[config.mk]
export PLATFORM = sky130hd
export DESIGN_NAME = layer2_argmax
export DESIGN_NICKNAME = d
export VERILOG_FILES = /design/src/rtl/layer2_argmax_pkg.sv /design/src/rtl/layer2_argmax_cmp_cell.sv /design/src/rtl/layer2_argmax.sv
export SDC_FILE = /design/constraint.sdc
export NUM_CORES = 1
export LEC_CHECK = 0
export CORE_MARGIN = 2
export CORE_UTILIZATION = 40
export CTS_BUF_LIST = sky130_fd_sc_hd__clkbuf_16
export DETAILED_ROUTE_END_ITERATION = 12
export SYNTH_ARGS = -nofsm -noshare
export SYNTH_HDL_FRONTEND = slang
export SYNTH_SLANG_ARGS = --single-unit
[constraint.sdc]
create_clock -name clk -period 10.52 [get_ports clk]
set_input_delay 3.156 -clock clk [delete_from_list [all_inputs] [get_ports clk]]
set_output_delay 3.156 -clock clk [all_outputs]
set_load 0.02 [all_outputs]
[src/rtl/layer2_argmax_pkg.sv]
// Shared constants, FSM state type and lane helper for the layer-2 argmax stage.
package layer2_argmax_pkg;

  localparam int L2_NUM_NEURONS = 10;
  localparam int L2_ACC_W       = 48;
  localparam int L2_IDX_W       = $clog2(L2_NUM_NEURONS);

  typedef enum logic [1:0] {
    IDLE = 2'd0,
    SCAN = 2'd1,
    DONE = 2'd2
  } state_t;

  function automatic logic signed [L2_ACC_W-1:0] lane_extract(
    input logic [L2_NUM_NEURONS*L2_ACC_W-1:0] bus,
    input logic [L2_IDX_W-1:0]                k
  );
    return bus[k*L2_ACC_W +: L2_ACC_W];
  endfunction

endpackage

[src/rtl/layer2_argmax_cmp_cell.sv]
// Combinational signed strict-greater compare-select; ties keep the current entry.
module argmax_cmp_cell #(
  parameter int ACC_W = 48,
  parameter int IDX_W = 4
) (
  input  logic signed [ACC_W-1:0] cur_val,
  input  logic        [IDX_W-1:0] cur_idx,
  input  logic signed [ACC_W-1:0] cand_val,
  input  logic        [IDX_W-1:0] cand_idx,
  output logic signed [ACC_W-1:0] sel_val,
  output logic        [IDX_W-1:0] sel_idx
);

  always_comb begin
    if (cand_val > cur_val) begin
      sel_val = cand_val;
      sel_idx = cand_idx;
    end else begin
      sel_val = cur_val;
      sel_idx = cur_idx;
    end
  end

endmodule

[src/rtl/layer2_argmax.sv]
// Snapshot-and-scan argmax over the layer-2 accumulator lanes, one lane per clock.
// Optional runner-up/margin outputs are built when ARGMAX_MARGIN_EN is defined.
module layer2_argmax
  import layer2_argmax_pkg::*;
#(
  parameter int NUM_NEURONS = L2_NUM_NEURONS,
  parameter int ACC_W       = L2_ACC_W,
  parameter int IDX_W       = $clog2(NUM_NEURONS)
) (
  input  logic                         clk,
  input  logic                         rst_n,
  input  logic [NUM_NEURONS*ACC_W-1:0] layer_in,
  input  logic                         start,
  output logic                         busy,
  output logic                         valid,
  output logic [IDX_W-1:0]             digit,
  output logic signed [ACC_W-1:0]      max_score
`ifdef ARGMAX_MARGIN_EN
  ,
  output logic [IDX_W-1:0]             second_digit,
  output logic [ACC_W:0]               margin
`endif
);

  state_t                         state_q, state_d;
  logic [NUM_NEURONS*ACC_W-1:0]   snap_q, snap_d;
  logic [IDX_W-1:0]               idx_q, idx_d;
  logic signed [ACC_W-1:0]        best_val_q, best_val_d;
  logic [IDX_W-1:0]               best_idx_q, best_idx_d;
  logic                           busy_q, busy_d;
  logic [IDX_W-1:0]               digit_q, digit_d;
  logic signed [ACC_W-1:0]        max_q, max_d;

  logic signed [ACC_W-1:0]        lane_val;
  logic signed [ACC_W-1:0]        best_sel_val;
  logic [IDX_W-1:0]               best_sel_idx;
  logic                           last_lane;

  assign lane_val  = lane_extract(snap_q, idx_q);
  assign last_lane = (idx_q == IDX_W'(NUM_NEURONS - 1));

  argmax_cmp_cell #(.ACC_W(ACC_W), .IDX_W(IDX_W)) u_best_cmp (
    .cur_val  (best_val_q),
    .cur_idx  (best_idx_q),
    .cand_val (lane_val),
    .cand_idx (idx_q),
    .sel_val  (best_sel_val),
    .sel_idx  (best_sel_idx)
  );

`ifdef ARGMAX_MARGIN_EN
  logic signed [ACC_W-1:0] sec_val_q, sec_val_d;
  logic [IDX_W-1:0]        sec_idx_q, sec_idx_d;
  logic [IDX_W-1:0]        sec_digit_q, sec_digit_d;
  logic [ACC_W:0]          margin_q, margin_d;
  logic signed [ACC_W-1:0] sec_sel_val, sec_nx_val;
  logic [IDX_W-1:0]        sec_sel_idx, sec_nx_idx;

  argmax_cmp_cell #(.ACC_W(ACC_W), .IDX_W(IDX_W)) u_sec_cmp (
    .cur_val  (sec_val_q),
    .cur_idx  (sec_idx_q),
    .cand_val (lane_val),
    .cand_idx (idx_q),
    .sel_val  (sec_sel_val),
    .sel_idx  (sec_sel_idx)
  );

  // The scanned index always exceeds best_idx_q, so a changed index means a new maximum.
  always_comb begin
    if (best_sel_idx != best_idx_q) begin
      sec_nx_val = best_val_q;
      sec_nx_idx = best_idx_q;
    end else begin
      sec_nx_val = sec_sel_val;
      sec_nx_idx = sec_sel_idx;
    end
  end
`endif

  always_comb begin
    state_d    = state_q;
    snap_d     = snap_q;
    idx_d      = idx_q;
    best_val_d = best_val_q;
    best_idx_d = best_idx_q;
    busy_d     = busy_q;
    digit_d    = digit_q;
    max_d      = max_q;
`ifdef ARGMAX_MARGIN_EN
    sec_val_d   = sec_val_q;
    sec_idx_d   = sec_idx_q;
    sec_digit_d = sec_digit_q;
    margin_d    = margin_q;
`endif
    case (state_q)
      IDLE: begin
        if (start) begin
          snap_d     = layer_in;
          best_val_d = lane_extract(layer_in, '0);
          best_idx_d = '0;
          idx_d      = IDX_W'(1);
          state_d    = SCAN;
`ifdef ARGMAX_MARGIN_EN
          // Most-negative seed value tagged as lane 1 keeps all-tie cases at the lowest index.
          sec_val_d = {1'b1, {(ACC_W-1){1'b0}}};
          sec_idx_d = IDX_W'(1);
`endif
        end
      end
      SCAN: begin
        best_val_d = best_sel_val;
        best_idx_d = best_sel_idx;
        idx_d      = idx_q + IDX_W'(1);
        busy_d     = !last_lane;
`ifdef ARGMAX_MARGIN_EN
        sec_val_d = sec_nx_val;
        sec_idx_d = sec_nx_idx;
`endif
        if (last_lane) begin
          idx_d   = '0;
          digit_d = best_sel_idx;
          max_d   = best_sel_val;
          state_d = DONE;
`ifdef ARGMAX_MARGIN_EN
          sec_digit_d = sec_nx_idx;
          margin_d    = {best_sel_val[ACC_W-1], best_sel_val} - {sec_nx_val[ACC_W-1], sec_nx_val};
`endif
        end
      end
      DONE:    state_d = IDLE;
      default: state_d = IDLE;
    endcase
  end

  always_ff @(posedge clk or negedge rst_n) begin
    if (!rst_n) begin
      state_q    <= IDLE;
      snap_q     <= '0;
      idx_q      <= '0;
      best_val_q <= '0;
      best_idx_q <= '0;
      busy_q     <= 1'b0;
      digit_q    <= '0;
      max_q      <= '0;
`ifdef ARGMAX_MARGIN_EN
      sec_val_q   <= '0;
      sec_idx_q   <= '0;
      sec_digit_q <= '0;
      margin_q    <= '0;
`endif
    end else begin
      state_q    <= state_d;
      snap_q     <= snap_d;
      idx_q      <= idx_d;
      best_val_q <= best_val_d;
      best_idx_q <= best_idx_d;
      busy_q     <= busy_d;
      digit_q    <= digit_d;
      max_q      <= max_d;
`ifdef ARGMAX_MARGIN_EN
      sec_val_q   <= sec_val_d;
      sec_idx_q   <= sec_idx_d;
      sec_digit_q <= sec_digit_d;
      margin_q    <= margin_d;
`endif
    end
  end

  assign busy      = busy_q;
  assign valid     = (state_q == DONE);
  assign digit     = digit_q;
  assign max_score = max_q;
`ifdef ARGMAX_MARGIN_EN
  assign second_digit = sec_digit_q;
  assign margin       = margin_q;
`endif

endmodule

[Word level (Yosys, flattened, before mapping)]
Cells that the tools add are included.
Widths: inputs -> output; s select.
Cells by class
  $add $sub $neg: 1
  $mul: 1
  order comparisons: 1
  eq/ne operators: 5
  shift-type cells: 1
  muxes and demuxes: 12
  reductions and logical operators: 7
Operator list (count)
  $shiftx 480x11->48: 1
  $mux 48: 2
  $pmux 48 s2: 1
  $gt 48x48->1: 1
  $mux 4: 4
  $pmux 4 s2: 2
  $reduce_and 2->1: 4
  $mul 4x2->6 const B: 1
  $add 4x1->4 const B: 1
  $eq 4x4->1 const B: 1
  $mux 2: 2
  $ne 2x2->1 const B: 2
  $pmux 2 s2: 1
  $eq 2x1->1 const B: 1
  $eq 2x2->1 const B: 1
  $logic_not 2->1: 1
  $reduce_bool 2->1: 1
  $logic_not 1->1: 1
Storage, ports and cells
  bits in registers: 591
  bits of input ports: 483
  output and inout port bits: 54

[Longest topological paths before layout]
Gate-level depths: netlist of run 1.
  depth after elaboration: 5
  gate-level depth with buffers: 18
  depth with buffers taken out: 13

[Hierarchy]
From an unflattened synthesis of run 1, not the netlist that was laid out.
Unflattened totals
  cells, all modules: 2105
  area, all modules: 28760.1 sq um
Modules (own cells, without submodules)
  layer2_argmax: instances 1, cells each 1876, area each 26693.1 sq um
  argmax_cmp_cell: instances 1, cells each 229, area each 2067.0 sq um

[Worst setup path after synthesis of run 1]
Ideal clock, no wire load.
  path type: input-to-reg
  start point: input port start
  end point: register snap_q[191]
  data arrival time: 4870 ps
  path slack: 5525 ps
  stages on the path: 7
  path buffers: 3
  cell sequence: nor2_1 > or2_2 > nor2_1 > clkbuf_1 > clkbuf_1 > clkbuf_1 > mux2_2
On the way
  cells in the longest elaborated chain, start to end: 1
RTL lines
  start, declared: RTL line layer2_argmax.sv:13  | input logic start,
  $reduce_and 2->1 (no source line)
  end signal, assigned: RTL line layer2_argmax.sv:153  | snap_q <= snap_d;
  end, declared: RTL line layer2_argmax.sv:26  | logic [NUM_NEURONS*ACC_W-1:0] snap_q, snap_d;
No other way between the ends.
A chain may end at the register's enable or synchronous reset.

[Worst setup path in the final report of run 1]
  start point: register idx_q[1]
  end point: register best_val_q[27]
On the way
  cells in the longest elaborated chain, start to end: 5
RTL lines
  start, declared: RTL line layer2_argmax.sv:27  | logic [IDX_W-1:0] idx_q, idx_d;
  start signal, assigned: RTL line layer2_argmax.sv:154  | idx_q <= idx_d;
  $mul 4x2->6 (*): RTL line layer2_argmax_pkg.sv:18  | return bus[k*L2_ACC_W +: L2_ACC_W];
  $shiftx 480x11->48 (*): RTL line layer2_argmax_pkg.sv:18
  $gt 48x48->1: RTL line layer2_argmax_cmp_cell.sv:15  | if (cand_val > cur_val) begin
  $mux 48 (*): RTL line layer2_argmax_cmp_cell.sv:15
  $pmux 48 s2 (*): RTL line layer2_argmax.sv:95  | case (state_q)
  end signal, assigned: RTL line layer2_argmax.sv:155  | best_val_q <= best_val_d;
  end, declared: RTL line layer2_argmax.sv:28  | logic signed [ACC_W-1:0] best_val_q, best_val_d;
Every way passes the cells marked *; elsewhere a longest branch is shown, timed or not.

==> implementation parameters, run 1 <==
Parameter                              Value

Yosys
  Most used standard cells in the synthesized netlist ... sky130_fd_sc_hd__dfrtp_1, sky130_fd_sc_hd__mux2_2, sky130_fd_sc_hd__clkbuf_1, sky130_fd_sc_hd__mux4_2, sky130_fd_sc_hd__nand2_1
  Share of synthesized area occupied by flip-flops and latches ... around 53%
  Most common flop cell mapped by yosys ... sky130_fd_sc_hd__dfrtp_1
  Synthesized netlist net count ... 2,471
  Post-synth EDFFs ... 0
  Library cell occupying the most area in the post-synthesis netlist ... sky130_fd_sc_hd__dfrtp_1
  Most used standard cell by instance count after synthesis ... sky130_fd_sc_hd__dfrtp_1
  Average footprint of a synthesized cell ... 14.35 um2
  Share of flip-flops with an asynchronous set or reset after synthesis ... between 90% and 100%
  Number of warning messages in the yosys log ... 0
  Cell types occupying the most area after synthesis ... sky130_fd_sc_hd__dfrtp_1, sky130_fd_sc_hd__mux2_2, sky130_fd_sc_hd__mux4_2, sky130_fd_sc_hd__ha_1, sky130_fd_sc_hd__a221o_1
  Count of mapped cells out of synthesis ... 1,938
  Total standard cell area after synthesis ... 0.02781 mm2
  Synth top area share ... approximately 53%
  Number of flip-flops and latches in the synthesized netlist ... between 500 and 600
  Post-synthesis cell type count ... 50

Worst setup path
  Cell family contributing the most delay on the critical path ... compound AO/OA/AOI/OAI gates
  CP endpoint kind ... flop
  Data required time at the worst endpoint ... 11,050 ps
  Worst path max stage delay ... about 1000 ps
  CP Buf/Inv Count ... 2
  Largest fanout on the critical path ... 52
  Kind of launch point of the worst setup path ... flop
  Data arrival time of the critical path ... roughly 6800 ps
  Max stage delay cell, worst path ... sky130_fd_sc_hd__dfrtp_4
  CP cell instances ... buf_4 -> mux4_2 -> a22oi_1 -> o2bb2ai_1 -> ha_1 -> a21oi_1 -> o21ai_0 -> a221o_1 -> a211o_1 -> or3_1 -> a21oi_4 -> buf_4 -> a221o_1
  CP Class ... flop to flop

Place
  Cell Count Post-Placement ... 3,270
  Cell area after placement ... approximately 0.034 mm2
  Port-buffer cells ... 536
  Final weighted congestion of routability-driven global placement ... 0.7898
  Half-perimeter wire length after detailed placement ... between 50,000 and 60,000 um
  Worst-case setup slack after placement ... around 4200 ps

Route
  Routed wirelength normalized by instance count ... approximately 24 um
  Met3 wire length ... approximately 6100 um
  Routed met2 length ... roughly 42,000 um
  Post-route antenna net violation count ... 0
  Router iterations before antenna repair ... 5
  M1 WL ... between 30,000 and 40,000 um
  Detailed-route DRC error count ... 0
  Overall routed net length ... between 80,000 and 90,000 um
  Total via count after detailed routing ... around 19,000
  Number of DRC markers in iteration 0 ... 974
  Uppermost routed layer ... met5
  Mean number of vias per cell ... ~5.5

CTS
  Cells resized by post-CTS repair ... 0
  Number of buffers added by the clock tree synthesis step ... approximately 70
  H-tree lvl count ... 3
  CTS max path bufs ... 3
  Clock insertion delay at the later pin of the skew report ... 600 ps
  Root Buffer Master ... sky130_fd_sc_hd__clkbuf_16
  Clock transition at the register clock pins on the worst setup and hold paths after CTS ... 60 ps
  Number of buffers inserted to repair setup after CTS ... 0
  Clock tree from TritonCTS ... yes
  Clock sinks ... about 590
  Cts-stage hold buffer count ... 0

Worst hold path
  Hold crit path type ... flop to flop

Floorplan
  Vertical extent of the die ... about 270 um
  Die Span X ... 267.7 um
  Initial Utilization ... between 40% and 50%
  Die footprint ... approximately 0.072 mm2
  Rows ... 96
  Core footprint ... a little under 0.07 mm2
  I/O pin cnt ... roughly 540

STA
  Worst setup margin ... 4261 ps
  Total Neg Setup Slack ... 0 ps
  Post-layout min period ... ~6300 ps
  Setup repair after global routing missed its margin ... false
  Number of pins exceeding their max-slew limit in the final report ... 0
  Final number of setup-violating endpoints ... 0
  Fin Clk Skew ... approximately 23 ps
  Max-slew headroom ... approximately 21%
  Final critical-path share of the clock period ... 59.49%
  F_max ... around 160 MHz
  Hold Violations, Final ... 0
  Transition time of the tightest slew-check pin ... 1178 ps

Global route
  Number of global-route vias before repair ... between 20,000 and 25,000
  Global-route total usage across every layer ... between 20% and 30%
  Pin count of the biggest net entering global routing ... between 150 and 200
  Total gr overflow ... 0
  Wire length of the first global-routing pass ... ~120,000 um
  Antenna violations before repair ... 15

Status
  Status ... completed

Finish
  Post-route standard cell area excluding fillers ... 0.03621 mm2
  Fraction of final layout cells with drive strength greater than 1 ... a little under a third
  Layout net count ... 2,942
  Area added between synthesis and finish ... 30.23%
  Final core occ ... a little over half
  Fin cells ... 3,404

Power and ir drop
  Pleak ... around 15 nW
  Power per standard cell area ... 363.3 mW/mm2
  IR Drop Worst-Case VDD ... 0.3268 mV

Run
  Max-cap viol count ... 0
worst register-to-register path, delay by kind of cell, from the launching register on:
kind | cells | cell delay [ps]
adder cells (fa/ha/maj) | 1 | 370
flip-flops | 1 | 1040
buffers and inverters | 2 | 1490
AO/OA/AOI/OAI | 8 | 2290
multiplexers | 1 | 490
AND/OR/NAND/NOR | 1 | 520
placed cells by master, fill, tap and decap left out, types with 3 or more instances in the layout:
master and count:
sky130_fd_sc_hd__dfrtp_1 588, sky130_fd_sc_hd__clkdlybuf4s50_1 535, sky130_fd_sc_hd__mux2_2 528, sky130_fd_sc_hd__mux4_2 96
sky130_fd_sc_hd__clkbuf_16 70, sky130_fd_sc_hd__nand2_1 69, sky130_fd_sc_hd__inv_1 67, sky130_fd_sc_hd__o211ai_1 50
sky130_fd_sc_hd__ha_1 50, sky130_fd_sc_hd__a221o_1 49, sky130_fd_sc_hd__a22oi_1 48, sky130_fd_sc_hd__and3_1 48
sky130_fd_sc_hd__o2bb2ai_1 47, sky130_fd_sc_hd__o311ai_1 29, sky130_fd_sc_hd__o311ai_2 19, sky130_fd_sc_hd__a21oi_1 18
sky130_fd_sc_hd__clkinv_1 15, sky130_fd_sc_hd__buf_4 14, sky130_fd_sc_hd__nand4_1 13, sky130_fd_sc_hd__diode_2 11
sky130_fd_sc_hd__o21ai_0 11, sky130_fd_sc_hd__clkinv_2 10, sky130_fd_sc_hd__nor2_1 9, sky130_fd_sc_hd__bufinv_16 8
sky130_fd_sc_hd__nand3_1 6, sky130_fd_sc_hd__buf_12 6, sky130_fd_sc_hd__a21o_1 5, sky130_fd_sc_hd__a22o_1 4
sky130_fd_sc_hd__inv_6 4, sky130_fd_sc_hd__nor2_4 3, sky130_fd_sc_hd__nor2b_1 3, sky130_fd_sc_hd__a221oi_1 3
sky130_fd_sc_hd__dfrtp_4 3
sequential cells by signal, summed over array words and instances (netlist names):
| name | flops |
|---|---|
| snap_q | 480 |
| best_val_q | 48 |
| max_score | 48 |
| best_idx_q | 4 |
| digit | 4 |
| idx_q | 4 |
| state_q | 2 |
| busy | 1 |
worst paths after layout:
path / start / endpoint / slack, ps / cells after the start
min reg2reg: digit[1]$_DFFE_PN0P_ / digit[1]$_DFFE_PN0P_ / 490 / 2
max: idx_q[1]$_DFFE_PN0P_ / best_val_q[27]$_DFFE_PN0P_ / 4260 / 13
max in group asynchronous: rst_n / best_idx_q[1]$_DFFE_PN0P_ / 5850 / 3
max reg2reg: idx_q[1]$_DFFE_PN0P_ / best_val_q[27]$_DFFE_PN0P_ / 4260 / 13
min in group asynchronous: rst_n / snap_q[281]$_DFFE_PN0P_ / 2570 / 1
min: digit[1]$_DFFE_PN0P_ / digit[1]$_DFFE_PN0P_ / 490 / 2
per-stage QoR:
stage / power, mW / hold slack [ps]
2_1_floorplan: 8.905 / 472.6
3_3_place_gp: 10.69 / 476.8
3_5_place_dp: 10.91 / 487.1
4_1_cts: 13.33 / 500.7
5_1_grt: 14.03 / 512.9
6_report: 13.15 / 494.5
layout make-up:
cell class / instances / area [um2]
Timing Repair Buffer: 556 / 5595
Multi-Input combinational cell: 1138 / 12220
Antenna cell: 11 / 27.53
Inverter: 54 / 203.9
Clock inverter: 53 / 452.9
Tap cell: 931 / 1165
Fill cell: 5833 / 32490
Sequential cell: 591 / 14800
Clock buffer: 70 / 1752
power by group:
group          internal [mW]  switching (mW)
Clock                   1.40           0.962
Combinational           3.19            3.39
Sequential              3.48           0.724
logic make-up (layout without fill, tap and decap cells):
group	after synthesis	in the layout	synth area share [%]
AO/OA/AOI/OAI	294	294	9.162
XOR/XNOR	1	1	0.03150
adder cells (fa/ha/maj)	50	50	2.250
buffers and inverters	209	733	3.087
flip-flops	591	591	53.19
multiplexers	625	625	29.19
other	0	11	0
AND/OR/NAND/NOR	168	168	3.087
per-layer routing:
layer / track usage (%) / up-vias
met2: 39.17 / 493
met4: 7.353 / 14
li1: - / 8333
met1: 27.54 / 9660
met3: 7.291 / 133
met5: 0 / -
(Power assumes the default switching activity.)
==> run 2: changes to the inputs <==
--- a/config.mk
+++ b/config.mk
@@ -9,6 +9,7 @@
 export CORE_UTILIZATION = 40
 export CTS_BUF_LIST = sky130_fd_sc_hd__clkbuf_16
 export DETAILED_ROUTE_END_ITERATION = 12
+export PLACE_DENSITY = 0.67
 export SYNTH_ARGS = -nofsm -noshare
 export SYNTH_HDL_FRONTEND = slang
 export SYNTH_SLANG_ARGS = --single-unit
==> constraint.sdc (replaced) <==
create_clock -name clk -period 5.4 [get_ports clk]
set_input_delay 1.62 -clock clk [delete_from_list [all_inputs] [get_ports clk]]
set_output_delay 1.62 -clock clk [all_outputs]
set_load 0.02 [all_outputs]
==> run 2 against run 1 <==
- first-iteration DRC count grew 8.6%
- core utilization grew 0.70 points
- highest routed layer unchanged
- flip-flop and latch count is the same
- combinational power grew 110%
- die area is the same
- critical path depth is the same
- hold slack gained 2.2 ps
- setup slack lost 3700 ps
- wire length shrank 0.74%
==> implementation parameters, run 2 (synthesized netlist as in run 1, its figures left out) <==
Parameter                              Value

Worst setup path
  Data arrival time of the critical path ... 5360 ps
  Data required time at the worst endpoint ... between 5000 and 6000 ps
  CP Buf/Inv Count ... 2
  Largest fanout on the critical path ... 48
  Cell count of the worst reg-to-reg path ... 13
  Worst path max stage delay ... ~740 ps
  CP Class ... flop to flop
  Kind of launch point of the worst setup path ... flop
  Cell family contributing the most delay on the critical path ... compound AO/OA/AOI/OAI gates
  Launch point of the worst reg-to-reg path ... idx_q[0]$_DFFE_PN0P_
  Critical Path Start ... idx_q[0]$_DFFE_PN0P_
  CP cell instances ... buf_12 -> mux4_2 -> a22oi_1 -> o2bb2ai_1 -> ha_1 -> nand4_1 -> nor4_2 -> nand3_1 -> a21oi_2 -> o211a_4 -> buf_4 -> nor2_1 -> o311ai_1
  CP endpoint kind ... flop
  Max stage delay cell, worst path ... sky130_fd_sc_hd__dfrtp_4
  Critical Path Stages ... 13

STA
  Final critical-path share of the clock period ... approximately nine tenths
  Total Neg Setup Slack ... 0 ps
  Transition time of the tightest slew-check pin ... ~1200 ps
  Post-layout min period ... ~4900 ps
  F_max ... about 200 MHz
  Number of pins exceeding their max-slew limit in the final report ... 0
  Setup repair after global routing missed its margin ... false
  Max-slew headroom ... 22.64%
  Fin Clk Skew ... 22.37 ps
  Worst setup margin ... 521.8 ps
  Final number of setup-violating endpoints ... 0
  Hold Violations, Final ... 0
  Hold Worst Slack ... a little under 500 ps

Floorplan
  Die Span X ... roughly 270 um
  Vertical extent of the die ... roughly 270 um
  Initial Utilization ... 40.47%
  Rows ... 96
  I/O pin cnt ... between 500 and 600
  Core footprint ... 0.06871 mm2
  Die footprint ... 0.07164 mm2

CTS
  Cts-stage hold buffer count ... 0
  CTS max path bufs ... 3
  Root Buffer Master ... sky130_fd_sc_hd__clkbuf_16
  Clock sinks ... a little under 600
  Clock insertion delay at the later pin of the skew report ... 600 ps
  Number of buffers added by the clock tree synthesis step ... 69
  Clock tree from TritonCTS ... yes
  H-tree lvl count ... 3
  Clock transition at the register clock pins on the worst setup and hold paths after CTS ... 60 ps
  Cells resized by post-CTS repair ... 0
  Number of buffers inserted to repair setup after CTS ... 0

Power and ir drop
  Total Power ... 26.34 mW
  Pleak ... 14.99 nW
  IR Drop Worst-Case VDD ... roughly 0.73 mV
  Power per standard cell area ... about 720 mW/mm2

Finish
  Largest register FFs ... 480
  Leading cell type in the layout, fill and taps excluded ... sky130_fd_sc_hd__dfrtp_1
  Fraction of final layout cells with drive strength greater than 1 ... 32.85%
  Highest-count cells in the layout ignoring fill and taps ... sky130_fd_sc_hd__dfrtp_1, sky130_fd_sc_hd__clkdlybuf4s50_1, sky130_fd_sc_hd__mux2_2
  Fill cells ... ~5,700
  Area added between synthesis and finish ... 31.98%
  Reg with most FFs ... snap_q
  Layout net count ... around 3,000

Route
  Overall routed net length ... between 80,000 and 90,000 um
  Total via count after detailed routing ... between 15,000 and 20,000
  Router iterations before antenna repair ... 4
  Routed wirelength normalized by instance count ... around 24 um
  Post-route antenna net violation count ... 0
  Mean number of vias per cell ... 5.508
  Number of DRC markers in iteration 0 ... ~1,100
  Detailed-route DRC error count ... 0

Worst hold path
  Hold crit path type ... flop to flop
  Cells on Worst Hold Path ... 2
  Origin of the worst min-delay path ... max_score[3]$_DFFE_PN0P_

Place
  Worst-case setup slack after placement ... about 250 ps
  Half-perimeter wire length after detailed placement ... 58,380 um
  Port-buffer cells ... approximately 540
  Final weighted congestion of routability-driven global placement ... between 0.8 and 0.9

Global route
  Wire length of the first global-routing pass ... 124,500 um
  Total gr overflow ... 0
  Global-route total usage across every layer ... between 20 and 25%
  Number of global-route vias before repair ... 20,664
  Antenna violations before repair ... 14
  Pin count of the biggest net entering global routing ... around 130

Status
  Status ... completed

Run
  Max-cap viol count ... 0
-- run 2: path summary, 6_finish.rpt --
path | end | slack (ps)
worst max-delay path | max_score[0]$_DFFE_PN0P_ | 520
worst min-delay path | max_score[3]$_DFFE_PN0P_ | 500
worst max register to register | max_score[0]$_DFFE_PN0P_ | 520
worst min register to register | max_score[3]$_DFFE_PN0P_ | 500
max in group asynchronous | snap_q[114]$_DFFE_PN0P_ | 3210
min in group asynchronous | snap_q[425]$_DFFE_PN0P_ | 1090
-- run 2: cell type report --
cell class / count / area [um2] / share of cell area [%]
Antenna cell: 11 / 27.53 / 0.07501
Clock buffer: 72 / 1802 / 4.910
Clock inverter: 54 / 390.4 / 1.064
Inverter: 54 / 202.7 / 0.5524
Multi-Input combinational cell: 1138 / 12220 / 33.29
Sequential cell: 591 / 14800 / 40.33
Tap cell: 931 / 1165 / 3.174
Timing Repair Buffer: 596 / 6096 / 16.61
-- run 2: power by group --
group	total [mW]	internal, mW	leakage (nW)	switching (mW)
clock network	4.54	2.65	1.15	1.89
registers	8.06	6.79	7.03	1.27
logic	13.7	6.77	6.81	6.97
total	26.3	16.2	15.0	10.1
-- run 2: through the flow --
stage | instance area [um2] | util [%] | cells
2_1_floorplan | 27810 | - | 1938
3_3_place_gp | 34460 | 50.15 | 3309
3_5_place_dp | 34460 | 50.15 | 3309
4_1_cts | 36650 | 53.34 | 3435
5_1_grt | 36690 | 53.40 | 3445
6_report | 36700 | 53.41 | 3447
-- run 2: per-layer routing --
metal  track usage [%]  wire [um]  up-vias
met5                 0         66        -
met4             7.761       2157       10
met3             6.565       6217      130
met2             38.41      40770      582
met1             27.94      32540     9812
li1                  -          -     8451
-- run 2: worst reg2reg max path: stages (launching register included) --
cell,delay (ps)
sky130_fd_sc_hd__dfrtp_4,740
sky130_fd_sc_hd__buf_12,250
sky130_fd_sc_hd__mux4_2,530
sky130_fd_sc_hd__a22oi_1,220
sky130_fd_sc_hd__o2bb2ai_1,170
sky130_fd_sc_hd__ha_1,330
sky130_fd_sc_hd__nand4_1,250
sky130_fd_sc_hd__nor4_2,540
sky130_fd_sc_hd__nand3_1,170
sky130_fd_sc_hd__a21oi_2,300
sky130_fd_sc_hd__o211a_4,220
sky130_fd_sc_hd__buf_4,530
sky130_fd_sc_hd__nor2_1,190
sky130_fd_sc_hd__o311ai_1,330
==> run 3: changes to the inputs <==
--- a/config.mk
+++ b/config.mk
@@ -10,6 +10,7 @@
 export CTS_BUF_LIST = sky130_fd_sc_hd__clkbuf_16
 export DETAILED_ROUTE_END_ITERATION = 12
 export PLACE_DENSITY = 0.67
+export SETUP_SLACK_MARGIN = 0.15
 export SYNTH_ARGS = -nofsm -noshare
 export SYNTH_HDL_FRONTEND = slang
 export SYNTH_SLANG_ARGS = --single-unit
==> run 3 against run 2 <==
- wire length up 0.11%
- critical path depth up 1
- clock power about the same
- first-iteration DRC count down 1.6%
- non-clock buffer count unchanged
- largest cell class unchanged
==> implementation parameters, run 3 (synthesized netlist as in run 1, its figures left out) <==
Parameter                              Value

Worst setup path
  Kind of launch point of the worst setup path ... flop
  CP Class ... flop to flop
  Data required time at the worst endpoint ... ~5900 ps
  Largest fanout on the critical path ... 20
  Data arrival time of the critical path ... 5340 ps
  CP endpoint kind ... flop

CTS
  Number of buffers added by the clock tree synthesis step ... 69
  Clock sinks ... 591
  Clock tree from TritonCTS ... yes
  H-tree lvl count ... 3
  Clock transition at the register clock pins on the worst setup and hold paths after CTS ... around 60 ps
  CTS max path bufs ... 3
  Root Buffer Master ... sky130_fd_sc_hd__clkbuf_16
  Clock insertion delay at the later pin of the skew report ... ~600 ps

Place
  Cell area after placement ... about 0.034 mm2
  Port-buffer cells ... 536
  Half-perimeter wire length after detailed placement ... 58,380 um
  Final weighted congestion of routability-driven global placement ... 0.8165

Power and ir drop
  Pleak ... 14.99 nW
  IR Drop Worst-Case VDD ... about 0.73 mV
  Power per standard cell area ... about 700 mW/mm2

STA
  Max-slew headroom ... ~23%
  Number of pins exceeding their max-slew limit in the final report ... 0
  Transition time of the tightest slew-check pin ... 1156 ps
  Final number of setup-violating endpoints ... 0
  Hold Violations, Final ... 0
  Final critical-path share of the clock period ... 89.21%
  Post-layout min period ... between 4000 and 5000 ps
  F_max ... around 210 MHz
  Fin Clk Skew ... approximately 21 ps
  Total Neg Setup Slack ... 0 ps
  Setup repair after global routing missed its margin ... false

Finish
  Area added between synthesis and finish ... 31.99%
  Fraction of final layout cells with drive strength greater than 1 ... about a third
  Leading cell type in the layout, fill and taps excluded ... sky130_fd_sc_hd__dfrtp_1
  Layout net count ... between 2,000 and 3,000
  Post-route standard cell area excluding fillers ... between 0.03 and 0.04 mm2
  Highest-count cells in the layout ignoring fill and taps ... sky130_fd_sc_hd__dfrtp_1, sky130_fd_sc_hd__clkdlybuf4s50_1, sky130_fd_sc_hd__mux2_2
  Largest register FFs ... between 400 and 500
  Reg with most FFs ... snap_q

Status
  Status ... completed

Route
  Number of DRC markers in iteration 0 ... ~1,000
  Mean number of vias per cell ... approximately 5.5
  Detailed-route DRC error count ... 0
  Routed wirelength normalized by instance count ... ~24 um
  Router iterations before antenna repair ... 4
  Total via count after detailed routing ... around 19,000
  Post-route antenna net violation count ... 0
  Overall routed net length ... 81,850 um

Global route
  Number of global-route vias before repair ... a little over 20,000
  Total gr overflow ... 0
  Wire length of the first global-routing pass ... 124,500 um
  Antenna violations before repair ... 14
  Global-route total usage across every layer ... between 20% and 30%
  Pin count of the biggest net entering global routing ... between 100 and 150

Floorplan
  Die Span X ... 267.7 um
  Rows ... 96
  Core footprint ... 0.06871 mm2
  I/O pin cnt ... between 500 and 600
  Die footprint ... 0.07164 mm2
  Initial Utilization ... roughly 40%
  Vertical extent of the die ... 267.7 um

Run
  Max-cap viol count ... 0

Worst hold path
  Hold crit path type ... flop to flop
[run 3: area by class of cell]
type / count / area [um2]
inverter: 54 / 202.7
multi-input combinational: 1138 / 12220
timing repair buffer: 596 / 6100
antenna: 11 / 27.53
tap: 931 / 1165
fill: 5709 / 32010
sequential: 591 / 14800
clock inverter: 54 / 390.4
clock buffer: 72 / 1802
[run 3: worst paths after layout]
path,from,to,slack (ps),cells after the start
worst max-delay path,idx_q[0]$_DFFE_PN0P_,best_val_q[33]$_DFFE_PN0P_,580,14
worst min-delay path,digit[2]$_DFFE_PN0P_,digit[2]$_DFFE_PN0P_,500,2
worst max register to register,idx_q[0]$_DFFE_PN0P_,best_val_q[33]$_DFFE_PN0P_,580,14
worst min register to register,digit[2]$_DFFE_PN0P_,digit[2]$_DFFE_PN0P_,500,2
max in group asynchronous,rst_n,snap_q[114]$_DFFE_PN0P_,3210,2
min in group asynchronous,rst_n,snap_q[425]$_DFFE_PN0P_,1090,1
[run 3: layer usage]
layer  vias to the layer above  track usage (%)  routed length, um
met1                      9786            27.94              32740
li1                       8450                -                  -
met4                        10            7.761               2154
met5                         -                0                 66
met3                       128            6.565               6102
met2                       568            38.41              40780
[run 3: through the flow]
step	hold WS (ps)	worst slack (ps)	power [mW]	utilization (%)	instances
floorplan	472.6	943.7	17.35	-	1938
global placement	470.0	357.3	21.34	50.15	3309
detailed placement	483.7	248.6	21.86	50.15	3309
CTS	496.9	223.2	26.50	53.34	3435
global route	511.8	270.5	28.08	53.41	3445
finish	496.4	582.5	26.34	53.42	3447
[run 3: power by group]
| group | internal (mW) | switching [mW] |
|---|---|---|
| logic | 6.78 | 6.96 |
| clock network | 2.65 | 1.89 |
| registers | 6.79 | 1.27 |
[run 3: what timing repair did]
item,in CTS,in global routing
endpoints found under the setup margin,0,40
hold buffers,0,0
resized for setup,0,1
buffers inserted,0,1
[run 3: critical path, stage by stage, from the launching register on]
cell	delay (ps)
sky130_fd_sc_hd__dfrtp_4	740
sky130_fd_sc_hd__buf_12	270
sky130_fd_sc_hd__buf_4	190
sky130_fd_sc_hd__mux4_2	540
sky130_fd_sc_hd__o2bb2ai_1	200
sky130_fd_sc_hd__ha_1	340
sky130_fd_sc_hd__a21oi_1	130
sky130_fd_sc_hd__nand2_1	70
sky130_fd_sc_hd__a221oi_1	490
sky130_fd_sc_hd__nor2_1	100
sky130_fd_sc_hd__a211o_1	370
sky130_fd_sc_hd__or3_1	540
sky130_fd_sc_hd__a21oi_4	340
sky130_fd_sc_hd__buf_12	220
sky130_fd_sc_hd__a221o_1	170
